## config.mk

```make
export PLATFORM = sky130hd
export DESIGN_NAME = uart_block_tx
export DESIGN_NICKNAME = d
export VERILOG_FILES = /design/src/rtl/uart_block_tx.sv
export SDC_FILE = /design/constraint.sdc
export NUM_CORES = 1
export LEC_CHECK = 0
export ABC_AREA = 1
export BUFFER_PORTS_ARGS = -buffer_cell sky130_fd_sc_hd__buf_2
export CELL_PAD_IN_SITES_DETAIL_PLACEMENT = 1
export CELL_PAD_IN_SITES_GLOBAL_PLACEMENT = 1
export CORE_ASPECT_RATIO = 0.7
export CORE_MARGIN = 2
export CORE_UTILIZATION = 30
export CTS_BUF_LIST = sky130_fd_sc_hd__clkbuf_8 sky130_fd_sc_hd__clkbuf_16
export DETAILED_ROUTE_END_ITERATION = 7
export PLACE_DENSITY = 0.64
export SLEW_MARGIN = 25
export SYNTH_ARGS = -nofsm -noshare
export SYNTH_HDL_FRONTEND = slang
export SYNTH_SLANG_ARGS = --single-unit
```

## constraint.sdc

```tcl
create_clock -name clk -period 3.9 [get_ports clk]
set_input_delay 0.39 -clock clk [delete_from_list [all_inputs] [get_ports clk]]
set_output_delay 0.39 -clock clk [all_outputs]
set_load 0.02 [all_outputs]
```

## src/rtl/uart_block_tx.sv

```systemverilog
// Streams one NUM_BYTES ciphertext block, byte by byte, into a UART transmitter.
// Every output is registered and follows the next-state decode, so each output settles one edge after the decision.
module uart_block_tx #(
  parameter int NUM_BYTES = 16,
  parameter int GAP_CLKS  = 0,
  parameter bit MSB_FIRST = 1'b1
) (
  input  logic                   clk,
  input  logic                   reset,
  input  logic                   block_valid,
  input  logic [8*NUM_BYTES-1:0] block_data,
  output logic                   block_ready,
  output logic                   tx_drive,
  output logic [7:0]             tx_byte_in,
  input  logic                   tx_active,
  input  logic                   tx_done,
  output logic                   busy,
  output logic                   block_sent
);

  localparam int DW    = 8 * NUM_BYTES;
  localparam int CNT_W = $clog2(NUM_BYTES + 1);
  localparam int GAP_W = (GAP_CLKS > 0) ? $clog2(GAP_CLKS + 1) : 1;

  typedef enum logic [2:0] {
    IDLE      = 3'd0,
    LOAD      = 3'd1,
    WAIT_DONE = 3'd2,
    GAP       = 3'd3,
    FINISH    = 3'd4
  } state_t;

  state_t           state;
  state_t           state_next;
  logic [DW-1:0]    shreg;
  logic [DW-1:0]    shreg_next;
  logic [CNT_W-1:0] byte_cnt;
  logic [CNT_W-1:0] byte_cnt_next;
  logic [GAP_W-1:0] gap_cnt;
  logic [GAP_W-1:0] gap_cnt_next;
  logic             bad_state;
  logic             ready_next;
  logic             drive_next;
  logic             busy_next;
  logic             sent_next;
  logic [7:0]       byte_next;

  // Transmitter activity is status only; sequencing relies on tx_done alone.
  logic unused_inputs;
  assign unused_inputs = tx_active;

  function automatic logic [7:0] head_byte(input logic [DW-1:0] v);
    if (MSB_FIRST) begin
      head_byte = v[DW-1 -: 8];
    end else begin
      head_byte = v[7:0];
    end
  endfunction

  function automatic logic [DW-1:0] advance(input logic [DW-1:0] v);
    if (MSB_FIRST) begin
      advance = v << 8;
    end else begin
      advance = v >> 8;
    end
  endfunction

  // Next-state, datapath and next-output decode.
  always_comb begin
    state_next    = state;
    shreg_next    = shreg;
    byte_cnt_next = byte_cnt;
    gap_cnt_next  = gap_cnt;
    bad_state     = 1'b0;
    case (state)
      IDLE: begin
        if (block_valid) begin
          shreg_next    = block_data;
          byte_cnt_next = '0;
          state_next    = LOAD;
        end else begin
          state_next = IDLE;
        end
      end
      LOAD: begin
        state_next = WAIT_DONE;
      end
      WAIT_DONE: begin
        if (tx_done) begin
          byte_cnt_next = byte_cnt + CNT_W'(1);
          if (byte_cnt_next == CNT_W'(NUM_BYTES)) begin
            state_next = FINISH;
          end else begin
            shreg_next = advance(shreg);
            if (GAP_CLKS > 0) begin
              gap_cnt_next = '0;
              state_next   = GAP;
            end else begin
              state_next = LOAD;
            end
          end
        end else begin
          state_next = WAIT_DONE;
        end
      end
      GAP: begin
        if (gap_cnt == GAP_W'(GAP_CLKS - 1)) begin
          state_next = LOAD;
        end else begin
          gap_cnt_next = gap_cnt + GAP_W'(1);
        end
      end
      FINISH: begin
        state_next = IDLE;
      end
      default: begin
        bad_state     = 1'b1;
        state_next    = IDLE;
        shreg_next    = '0;
        byte_cnt_next = '0;
        gap_cnt_next  = '0;
      end
    endcase

    // A corrupted state recovers to IDLE with every output at its reset value.
    if (bad_state) begin
      ready_next = 1'b0;
      drive_next = 1'b0;
      busy_next  = 1'b0;
      sent_next  = 1'b0;
      byte_next  = 8'h00;
    end else begin
      ready_next = (state_next == IDLE);
      drive_next = (state_next == LOAD);
      busy_next  = (state_next != IDLE);
      sent_next  = (state_next == FINISH);
      if (state_next == LOAD) begin
        byte_next = head_byte(shreg_next);
      end else begin
        byte_next = tx_byte_in;
      end
    end
  end

  // State, datapath and output registers with synchronous reset.
  always_ff @(posedge clk) begin
    if (reset) begin
      state       <= IDLE;
      shreg       <= '0;
      byte_cnt    <= '0;
      gap_cnt     <= '0;
      block_ready <= 1'b0;
      tx_drive    <= 1'b0;
      tx_byte_in  <= 8'h00;
      busy        <= 1'b0;
      block_sent  <= 1'b0;
    end else begin
      state       <= state_next;
      shreg       <= shreg_next;
      byte_cnt    <= byte_cnt_next;
      gap_cnt     <= gap_cnt_next;
      block_ready <= ready_next;
      tx_drive    <= drive_next;
      tx_byte_in  <= byte_next;
      busy        <= busy_next;
      block_sent  <= sent_next;
    end
  end

endmodule

```

==> results_dict.tcl, run 1 <==
set metrics [dict create \
    status "finished clean" \
    relSlewSlack 0.397 \
    first_global_vias 6154 \
    ys.warnings.count 0 \
    synthMuxAreaShare 0 \
    grt.busiest_layer "met1" \
    period_minus_slack_ps 2460 \
    synth_most_common_cell "nand2_1" \
    synth_fa_ha_area_frac 0.00193 \
    clock-root-buffer "clkbuf_16" \
    wl_mm 20.4 \
    r2r_slack_ps 1440 \
    die-area_um2 22800 \
    final_nets 1091 \
    power_density_nw_per_um2 489 \
    period_share 0.631 \
    grt_max_degree 127 \
    floorplan.initialDensity 0.309 \
    ys_types 28 \
    netlist_instances 859 \
    required_ps 4230 \
    r2r_cells 8 \
    clock_latency_ps 420 \
    cts.clk_slew.worst_paths_ps 70 \
    syn-mean-instance-area_um2 7.55 \
    skew_ps 12.2 \
    startpoint "state[2]$_SDFF_PP0_" \
    rr_startpoint "state[2]$_SDFF_PP0_" \
    gp_congestion 0.719 \
    drv_slew 0 \
    ys_top_cells_by_area "dfxtp_1, nand2_1, a31oi_1" \
    setup_viol 0 \
    area_delta_synth_final_pct 19.5 \
    clk_path_buf_depth 2 \
    p_leak_nw 3.01 \
    worstMarginPinSlew_ps 900 \
    cts_buffers 17 \
    synth-xor-area-share 0 \
    worstHoldPathCells 3 \
    wl_per_cell_um 16.3 \
    dp.cells 1214 \
    hold_buffers 0 \
    rows 44 \
    ys_top_cells_by_count "nand2_1, dfxtp_1, nand3_1, a31oi_1, inv_1" \
    startpoint_type "flop" \
    synth-simple-area-share 0.306 \
    endpoint_kind "flop" \
    place_ws_ps 1460 \
    r2r_end "shreg[20]$_SDFFE_PP0P_" \
    postCtsSetupBuffers 0 \
    syn-num-nets 993 \
    die_w_um 180 \
    setup_tns_ps 0 \
    setup_slack_ps 1440 \
    grt_overflow_total 0 \
    path_class "reg2reg" \
    drive_gt1_frac 0.218 \
    path_max_fanout 75 \
    fillCellCount 2624 \
    h-tree-depth 4 \
    holdCritPathClass "in2reg" \
    dpl-instance-area_um2 7180 \
    cp.arrival_ps 2800 \
    ant_nets 0 \
    grt_use_total 0.180 \
    ys_ff_latch 149 \
    first_iter_violations 356 \
    synth_top_area_share 0.460 \
    grtUsageMet2 0.255 \
    cts_tree "yes" \
    post-dp-hpwl_mm 13.4 \
    synth_seq_area_share 0.460 \
    layout.cells.non_filler 1246 \
    num_vias 6148 \
    vias_per_cell 4.93 \
    fin_area_um2 7760 \
    synth_top_cell_by_area "dfxtp_1" \
    rsz0062_at_grt "false" \
    synth_area_um2 6490 \
    synth_compound_area_frac 0.138 \
    vdd_ir_drop_max_mv 0.293 \
    synthArstFlopShare 0 \
    diodes 0 \
    port_buffers 143 \
    antenna_found_initial 0 \
    synth-edff-count 0 \
    fp.dieH_um 127 \
    synth_flop_cell "dfxtp_1" \
    coreArea_um2 21000 \
    cts_resized 0 \
    clock_sinks 149 \
    io_pins 145 \
    drv_cap 0 \
    finalHoldViolCount 0 \
    drt-pass1-iter-count 5 \
    grt_pass1_wl_mm 32.8 \
    drc 0 \
    clock.fmax_mhz 406 \
    grt_use_met3 0.0314 \
    grt.met1_usage 0.275 \
    setup.worst_path.end "shreg[20]$_SDFFE_PP0P_" \
    synth_top_family_by_area "simple AND/OR/NAND/NOR gates" \
]
[how the worst min path moves through the flow]
stage	slack [ps]	endpoint	startpoint
final	220	shreg[6]$_SDFFE_PP0P_	block_data[6]
after global routing	220	shreg[3]$_SDFFE_PP0P_	block_data[3]
after CTS	200	shreg[6]$_SDFFE_PP0P_	block_data[6]
after detailed placement	460	shreg[7]$_SDFFE_PP0P_	shreg[7]$_SDFFE_PP0P_
after global placement	450	shreg[6]$_SDFFE_PP0P_	shreg[6]$_SDFFE_PP0P_
after floorplan	430	gap_cnt$_SDFFE_PP0N_	gap_cnt$_SDFFE_PP0N_
[through the flow]
stage	hold WS, ps	util	total power [mW]
2_1_floorplan	432	-	2.07
3_3_place_gp	453	0.343	2.21
3_5_place_dp	458	0.343	2.22
4_1_cts	198	0.370	3.85
5_1_grt	221	0.370	3.98
6_report	223	0.370	3.79
[worst max-delay path, stage by stage (launching register included)]
cell	delay, ps
dfxtp_1	410
nor3_1	410
nand2_1	150
nand3_2	160
inv_2	70
nand2_4	500
buf_12	380
nand2_1	90
a31oi_1	160
[cell families (layout without fill, tap and decap cells)]
logic type | Yosys count | count (layout)
buffers and inverters | 103 | 214
adders and majority gates | 1 | 1
AOI/OAI and AO/OA | 140 | 140
DFF | 149 | 149
and+or+nand+nor | 466 | 466
[per-layer routing]
layer  vias to the layer above  share of wire
li1                       3096              -
met1                      2915           0.54
met2                       120           0.41
met3                        17          0.040
met4                         0         0.0098
met5                         -              0
[layout by cell type, fill, tap and decap left out, drive strengths merged, types with 2 or more instances in the layout]
cell      instances
a21oi            24
o21ai             2
dfxtp           149
nand3           125
nor2             26
clkinv            4
nand2           306
nor4              2
clkbuf           17
nor3              3
a31oi           112
nand4             3
clkinvlp          3
inv              39
buf             150
[layout make-up]
| class | instances | area, um2 | share of cell area |
|---|---|---|---|
| sequential | 149 | 2980 | 0.385 |
| clock buffer | 17 | 425 | 0.0548 |
| timing repair buffer | 150 | 821 | 0.106 |
| multi-input combinational | 607 | 2920 | 0.376 |
| inverter | 32 | 120 | 0.0155 |
| tap | 276 | 345 | 0.0445 |
| clock inverter | 15 | 146 | 0.0189 |
[where the power goes]
group / total [mW] / internal, mW / switching [mW]
registers: 1.69 / 1.63 / 0.0636
clock network: 1.61 / 0.896 / 0.716
logic: 0.485 / 0.173 / 0.312
total: 3.79 / 2.70 / 1.09
[sequential cells by signal, indices dropped and copies added (netlist names)]
name         cells
shreg          128
tx_byte_in       8
byte_cnt         5
state            3
block_ready      1
block_sent       1
busy             1
gap_cnt          1
tx_drive         1
No activity file was read; power rests on OpenSTA's default activity.
==> run 2: changes to the inputs <==
==> constraint.sdc (replaced) <==
create_clock -name clk -period 2.5 [get_ports clk]
set_input_delay 0.25 -clock clk [delete_from_list [all_inputs] [get_ports clk]]
set_output_delay 0.25 -clock clk [all_outputs]
set_load 0.02 [all_outputs]
==> run 2 against run 1 <==
Against the previous run:
- routed wire length is essentially flat
- die area is the same
- clock skew grew 0.89 ps
- clock-buffer cell count is the same
- sequential share of layout area shrank 0.45 points
- cell area grew 1.2%
- first-iteration DRC count grew 1.4%
- cell count grew 0.48%
- hold slack lost 150 ps
- utilization grew 0.44 points
- non-clock buffer count grew 6
- register-to-register slack lost 980 ps
==> results_dict.tcl, run 2 (synthesis results as in run 1) <==
set metrics [dict create \
    slowest_stage "dfxtp_1" \
    hold_buffers 0 \
    worstHoldPathCells 3 \
    dp.cells 1220 \
    drv_slew 0 \
    die-area_um2 22800 \
    relSlewSlack 0.551 \
    path_cells "nor3_1, nand2_1, nand3_2, inv_2, nand2_4, buf_4, nand2_1, a31oi_1" \
    reg.largest.list "shreg x128, tx_byte_in x8, byte_cnt x5" \
    period_minus_slack_ps 2040 \
    dr_wl_met3_um 977 \
    fp.dieH_um 127 \
    drt-pass1-iter-count 4 \
    startpoint "state[2]$_SDFF_PP0_" \
    final_common_cell "nand2_1" \
    holdCritPathClass "in2reg" \
    wl_mm 20.4 \
    dr_wl_met2_mm 8.41 \
    p_leak_nw 3.06 \
    min_to "shreg[7]$_SDFFE_PP0P_" \
    area_delta_synth_final_pct 21.0 \
    grt_pass1_wl_mm 32.5 \
    h-tree-depth 4 \
    top_register "shreg" \
    clock_sinks 149 \
    rows 44 \
    cp.arrival_ps 2380 \
    r2r_slack_ps 460 \
    drive_gt1_frac 0.222 \
    port_buffers 143 \
    path_max_fanout 23 \
    cts.clk_slew.worst_paths_ps 70 \
    gp_congestion 0.743 \
    antenna_found_initial 0 \
    setup_tns_ps 0 \
    total_power_mw 5.88 \
    setup_viol 0 \
    cts_buffers 17 \
    required_ps 2840 \
    clock_latency_ps 420 \
    vias_per_cell 4.92 \
    power_density_nw_per_um2 750 \
    layout_common_cells "nand2_1, dfxtp_1, buf_2" \
    r2r_end "shreg[55]$_SDFFE_PP0P_" \
    min-delay-start "block_data[7]" \
    wl_per_cell_um 16.3 \
    skew_ps 13.0 \
    diodes 0 \
    io_pins 145 \
    grt_max_degree 138 \
    path_class "reg2reg" \
    rr_startpoint "state[2]$_SDFF_PP0_" \
    final_nets 1097 \
    finalHoldViolCount 0 \
    layout.cells.non_filler 1252 \
    postCtsSetupBuffers 0 \
    met1_length_mm 10.9 \
    status "finished clean" \
    largest_register_ffs 128 \
    clock-root-buffer "clkbuf_16" \
    vdd_ir_drop_max_mv 0.389 \
    num_vias 6163 \
    grt_overflow_total 0 \
    drc 0 \
    whs_ps 76.3 \
    rsz0062_at_grt "false" \
    post-dp-hpwl_mm 13.6 \
    die_w_um 180 \
    crit_path_frequent_cell "nand2_1" \
    clk_path_buf_depth 2 \
    startpoint_type "flop" \
    endpoint_kind "flop" \
    first_iter_violations 361 \
    coreArea_um2 21000 \
    cp_slowest_stage_delay_ps 400 \
    cts_tree "yes" \
    r2r_cells 8 \
    first_global_vias 6087 \
    floorplan.initialDensity 0.309 \
    period_share 0.815 \
    cts_resized 0 \
    worstMarginPinSlew_ps 673 \
    grt_use_total 0.178 \
    clock.fmax_mhz 491 \
    drv_cap 0 \
    routed.top_layer "met4" \
    ant_nets 0 \
]
==> run 2: changes by cell type in the layout (fill, tap and decap cells not counted), sizes merged <==
cell | before | now
buf | 150 | 156
bufinv | 1 | 0
clkinvlp | 3 | 0
inv | 39 | 43
==> run 2: cell type report <==
type | instances | area, um2
Clock buffer | 17 | 425
Clock inverter | 15 | 131
Fill cell | 2638 | 13100
Inverter | 32 | 120
Multi-Input combinational cell | 607 | 2920
Sequential cell | 149 | 2980
Tap cell | 276 | 345
Timing Repair Buffer | 156 | 928
==> run 2: critical path: cells and delay by family, from the launching register on <==
family,cells,cell delay (ps)
and+or+nand+nor,5,1030
DFF,1,400
buffers and inverters,2,390
AOI/OAI and AO/OA,1,140
==> run 2: worst max-delay path by stage <==
stage,endpoint,slack [ps],cells after the start
5_1_grt,shreg[63]$_SDFFE_PP0P_,170,8
2_1_floorplan,shreg[83]$_SDFFE_PP0P_,910,9
3_5_place_dp,shreg[55]$_SDFFE_PP0P_,420,8
6_report,shreg[55]$_SDFFE_PP0P_,460,8
4_1_cts,shreg[55]$_SDFFE_PP0P_,400,8
3_3_place_gp,shreg[48]$_SDFFE_PP0P_,460,8
==> run 2: through the flow <==
step / worst slack (ps) / cell area (um2) / util
finish: 461 / 7850 / 0.374
detailed placement: 418 / 7290 / 0.348
CTS: 396 / 7850 / 0.374
floorplan: 906 / 6490 / -
global route: 170 / 7850 / 0.374
global placement: 458 / 7290 / 0.348
==> run 2: where the power goes <==
group,switching [mW],internal (mW)
Clock,1.14,1.32
Combinational,0.487,0.289
Sequential,0.107,2.54
Total,1.73,4.15
==> run 2: routing by layer <==
metal,GRT usage,vias to the layer above
li1,-,3106
met1,0.271,2916
met2,0.258,136
met3,0.0342,5
met4,0.0402,0
met5,0,-
==> run 3: changes to the inputs <==
--- a/config.mk
+++ b/config.mk
@@ -5,7 +5,7 @@
 export SDC_FILE = /design/constraint.sdc
 export NUM_CORES = 1
 export LEC_CHECK = 0
-export ABC_AREA = 1
+export ABC_AREA = 0
 export BUFFER_PORTS_ARGS = -buffer_cell sky130_fd_sc_hd__buf_2
 export CELL_PAD_IN_SITES_DETAIL_PLACEMENT = 1
 export CELL_PAD_IN_SITES_GLOBAL_PLACEMENT = 1
@@ -14,7 +14,7 @@
 export CORE_UTILIZATION = 30
 export CTS_BUF_LIST = sky130_fd_sc_hd__clkbuf_8 sky130_fd_sc_hd__clkbuf_16
 export DETAILED_ROUTE_END_ITERATION = 7
-export PLACE_DENSITY = 0.64
+export PLACE_DENSITY = 0.61
 export SLEW_MARGIN = 25
 export SYNTH_ARGS = -nofsm -noshare
 export SYNTH_HDL_FRONTEND = slang
==> constraint.sdc (replaced) <==
create_clock -name clk -period 2 [get_ports clk]
set_input_delay 0.2 -clock clk [delete_from_list [all_inputs] [get_ports clk]]
set_output_delay 0.2 -clock clk [all_outputs]
set_load 0.02 [all_outputs]
==> run 3 against run 2 <==
Against the previous run:
- critical path depth unchanged
- largest power group unchanged
- power up 30%
- critical path type unchanged
- hold slack worse by 62 ps
- maximum frequency up 3.5%
- clock skew down 2.4 ps
- clock-buffer cell count up 1
- global-route usage down 0.68 points
- sequential share of layout area down 2.2 points
- utilization up 5.1 points
- cell area up 6.1%
==> results_dict.tcl, run 3 <==
set metrics [dict create \
    status "finished clean" \
    fin_area_um2 8330 \
    worstMarginPinSlew_ps 456 \
    gp_congestion 0.783 \
    fp.dieH_um 122 \
    clock_sinks 149 \
    synth_top_area_share 0.503 \
    syn-num-nets 677 \
    first_global_vias 5415 \
    ant_nets 0 \
    place_ws_ps -161 \
    synth_top_cell_by_area "dfxtp_1" \
    ys_ff_latch 149 \
    vdd_ir_drop_max_mv 0.472 \
    port_buffers 143 \
    period_share 0.985 \
    synth_area_um2 5940 \
    clock-root-buffer "clkbuf_16" \
    first_iter_violations 358 \
    num_vias 5246 \
    path_class "reg2reg" \
    clk_path_buf_depth 2 \
    clock_latency_ps 420 \
    io_pins 145 \
    grt_max_degree 66 \
    area_delta_synth_final_pct 40.3 \
    post-dp-hpwl_mm 11.7 \
    cts_buffers 17 \
    fin_util 0.425 \
    required_ps 2300 \
    ys_types 43 \
    layout_common_cells "dfxtp_1, buf_2, nor2b_1" \
    drive_gt1_frac 0.294 \
    layout.cells.non_filler 1033 \
    top_register "shreg" \
    antenna_found_initial 1 \
    p_leak_nw 3.37 \
    vias_per_cell 5.08 \
    drt-pass1-iter-count 5 \
    ys.warnings.count 0 \
    ys_top_cells_by_area "dfxtp_1, a221o_1, nor2b_1" \
    coreArea_um2 19600 \
    ys_top_cells_by_count "dfxtp_1, nor2b_1, a221o_1, buf_2, buf_6" \
    cts_tree "yes" \
    holdCritPathClass "in2reg" \
    synth_seq_area_share 0.503 \
    synth_flop_cell "dfxtp_1" \
    wl_per_cell_um 18.5 \
    whs_ps 13.8 \
    synth_most_common_cell "dfxtp_1" \
    final_nets 883 \
    die_w_um 172 \
    floorplan.initialDensity 0.303 \
    cp_slowest_stage_delay_ps 330 \
    die-area_um2 20900 \
    h-tree-depth 4 \
    clock.fmax_mhz 508 \
    slowest_stage "dfxtp_2" \
    grt_pass1_wl_mm 28.0 \
    path_cells "ha_2, and2_1, and3_4, a31oi_4, buf_6, clkbuf_16, nor2b_1, a221o_1" \
    startpoint_type "flop" \
    syn-mean-instance-area_um2 10.9 \
    grt_overflow_total 0 \
    setup_viol 0 \
    cts.clk_slew.worst_paths_ps 60 \
    drc 0 \
    skew_ps 10.7 \
    period_minus_slack_ps 1970 \
    dpl-instance-area_um2 6830 \
    drv_slew 0 \
    rows 43 \
    setup_slack_ps 30.4 \
    synthArstFlopShare 0 \
    synth-edff-count 0 \
    rsz0062_at_grt "true" \
    grt_use_total 0.171 \
    reg.largest.list "shreg x128, tx_byte_in x8, byte_cnt x5" \
    relSlewSlack 0.696 \
    netlist_instances 543 \
    path_max_fanout 7 \
    endpoint_kind "flop" \
    dp.cells 921 \
    final_common_cell "dfxtp_1" \
    cp.arrival_ps 2270 \
    wl_mm 19.1 \
    power_density_nw_per_um2 917 \
    drv_cap 0 \
    finalHoldViolCount 0 \
    largest_register_ffs 128 \
]
-- run 3: critical path: cells and delay by family, from the launching register on --
kind,cells,cell delay [ps]
DFF,1,330
AOI/OAI and AO/OA,2,540
adders and majority gates,1,190
buffers and inverters,2,370
and+or+nand+nor,3,410
-- run 3: worst paths after layout --
check | start | endpoint | slack (ps) | cells past startpoint
max | byte_cnt[1]$_SDFFE_PP0P_ | shreg[107]$_SDFFE_PP0P_ | 30 | 8
min reg2reg | shreg[124]$_SDFF_PP0_ | shreg[124]$_SDFF_PP0_ | 470 | 2
max reg2reg | byte_cnt[1]$_SDFFE_PP0P_ | shreg[107]$_SDFFE_PP0P_ | 30 | 8
min | block_data[45] | shreg[45]$_SDFFE_PP0P_ | 10 | 2
-- run 3: cell type report --
type	instances	area (um2)
diodes	1	2.50
clock inverters	14	161
repair buffers	238	1770
inverters	12	45.0
flip-flops and latches	149	2990
multi-input cells	331	2590
well taps	270	338
clock buffers	18	439
fillers	2194	11300
-- run 3: cells by family (layout without fill, tap and decap cells) --
kind of cell    Yosys count  count (layout)  synth area share
compound gates          173             173             0.267
simple gates            156             156             0.158
flops                   149             149             0.503
buf+inv                  63             282            0.0685
fa+ha+maj                 1               1           0.00211
mux                       1               1           0.00190
other cells               0               1                 0
-- run 3: through the flow --
step | TNS, ps | power, mW
floorplan | 0 | 3.88
global placement | 0 | 4.16
detailed placement | -1120 | 4.19
CTS | 0 | 7.60
global route | -442 | 7.95
finish | 0 | 7.63
-- run 3: what timing repair did --
item	in CTS	in global routing
resized for setup	4	11
cloned	0	7
buffers inserted	1	10
setup endpoints to repair	39	122
endpoints found under the hold margin	58	3
pin swaps	0	9
hold buffers	58	3
-- run 3: per-layer routing --
layer | global-route usage | up-vias | share of wire
met5 | 0 | - | 0
met4 | 0.0504 | 0 | 0.0090
met3 | 0.0422 | 12 | 0.052
met2 | 0.273 | 143 | 0.47
met1 | 0.231 | 2592 | 0.47
li1 | - | 2499 | -
-- run 3: report_power, final --
group | internal (mW) | switching [mW]
Sequential | 3.20 | 0.143
Combinational | 0.551 | 0.458
Clock | 1.99 | 1.29
Total | 5.74 | 1.89
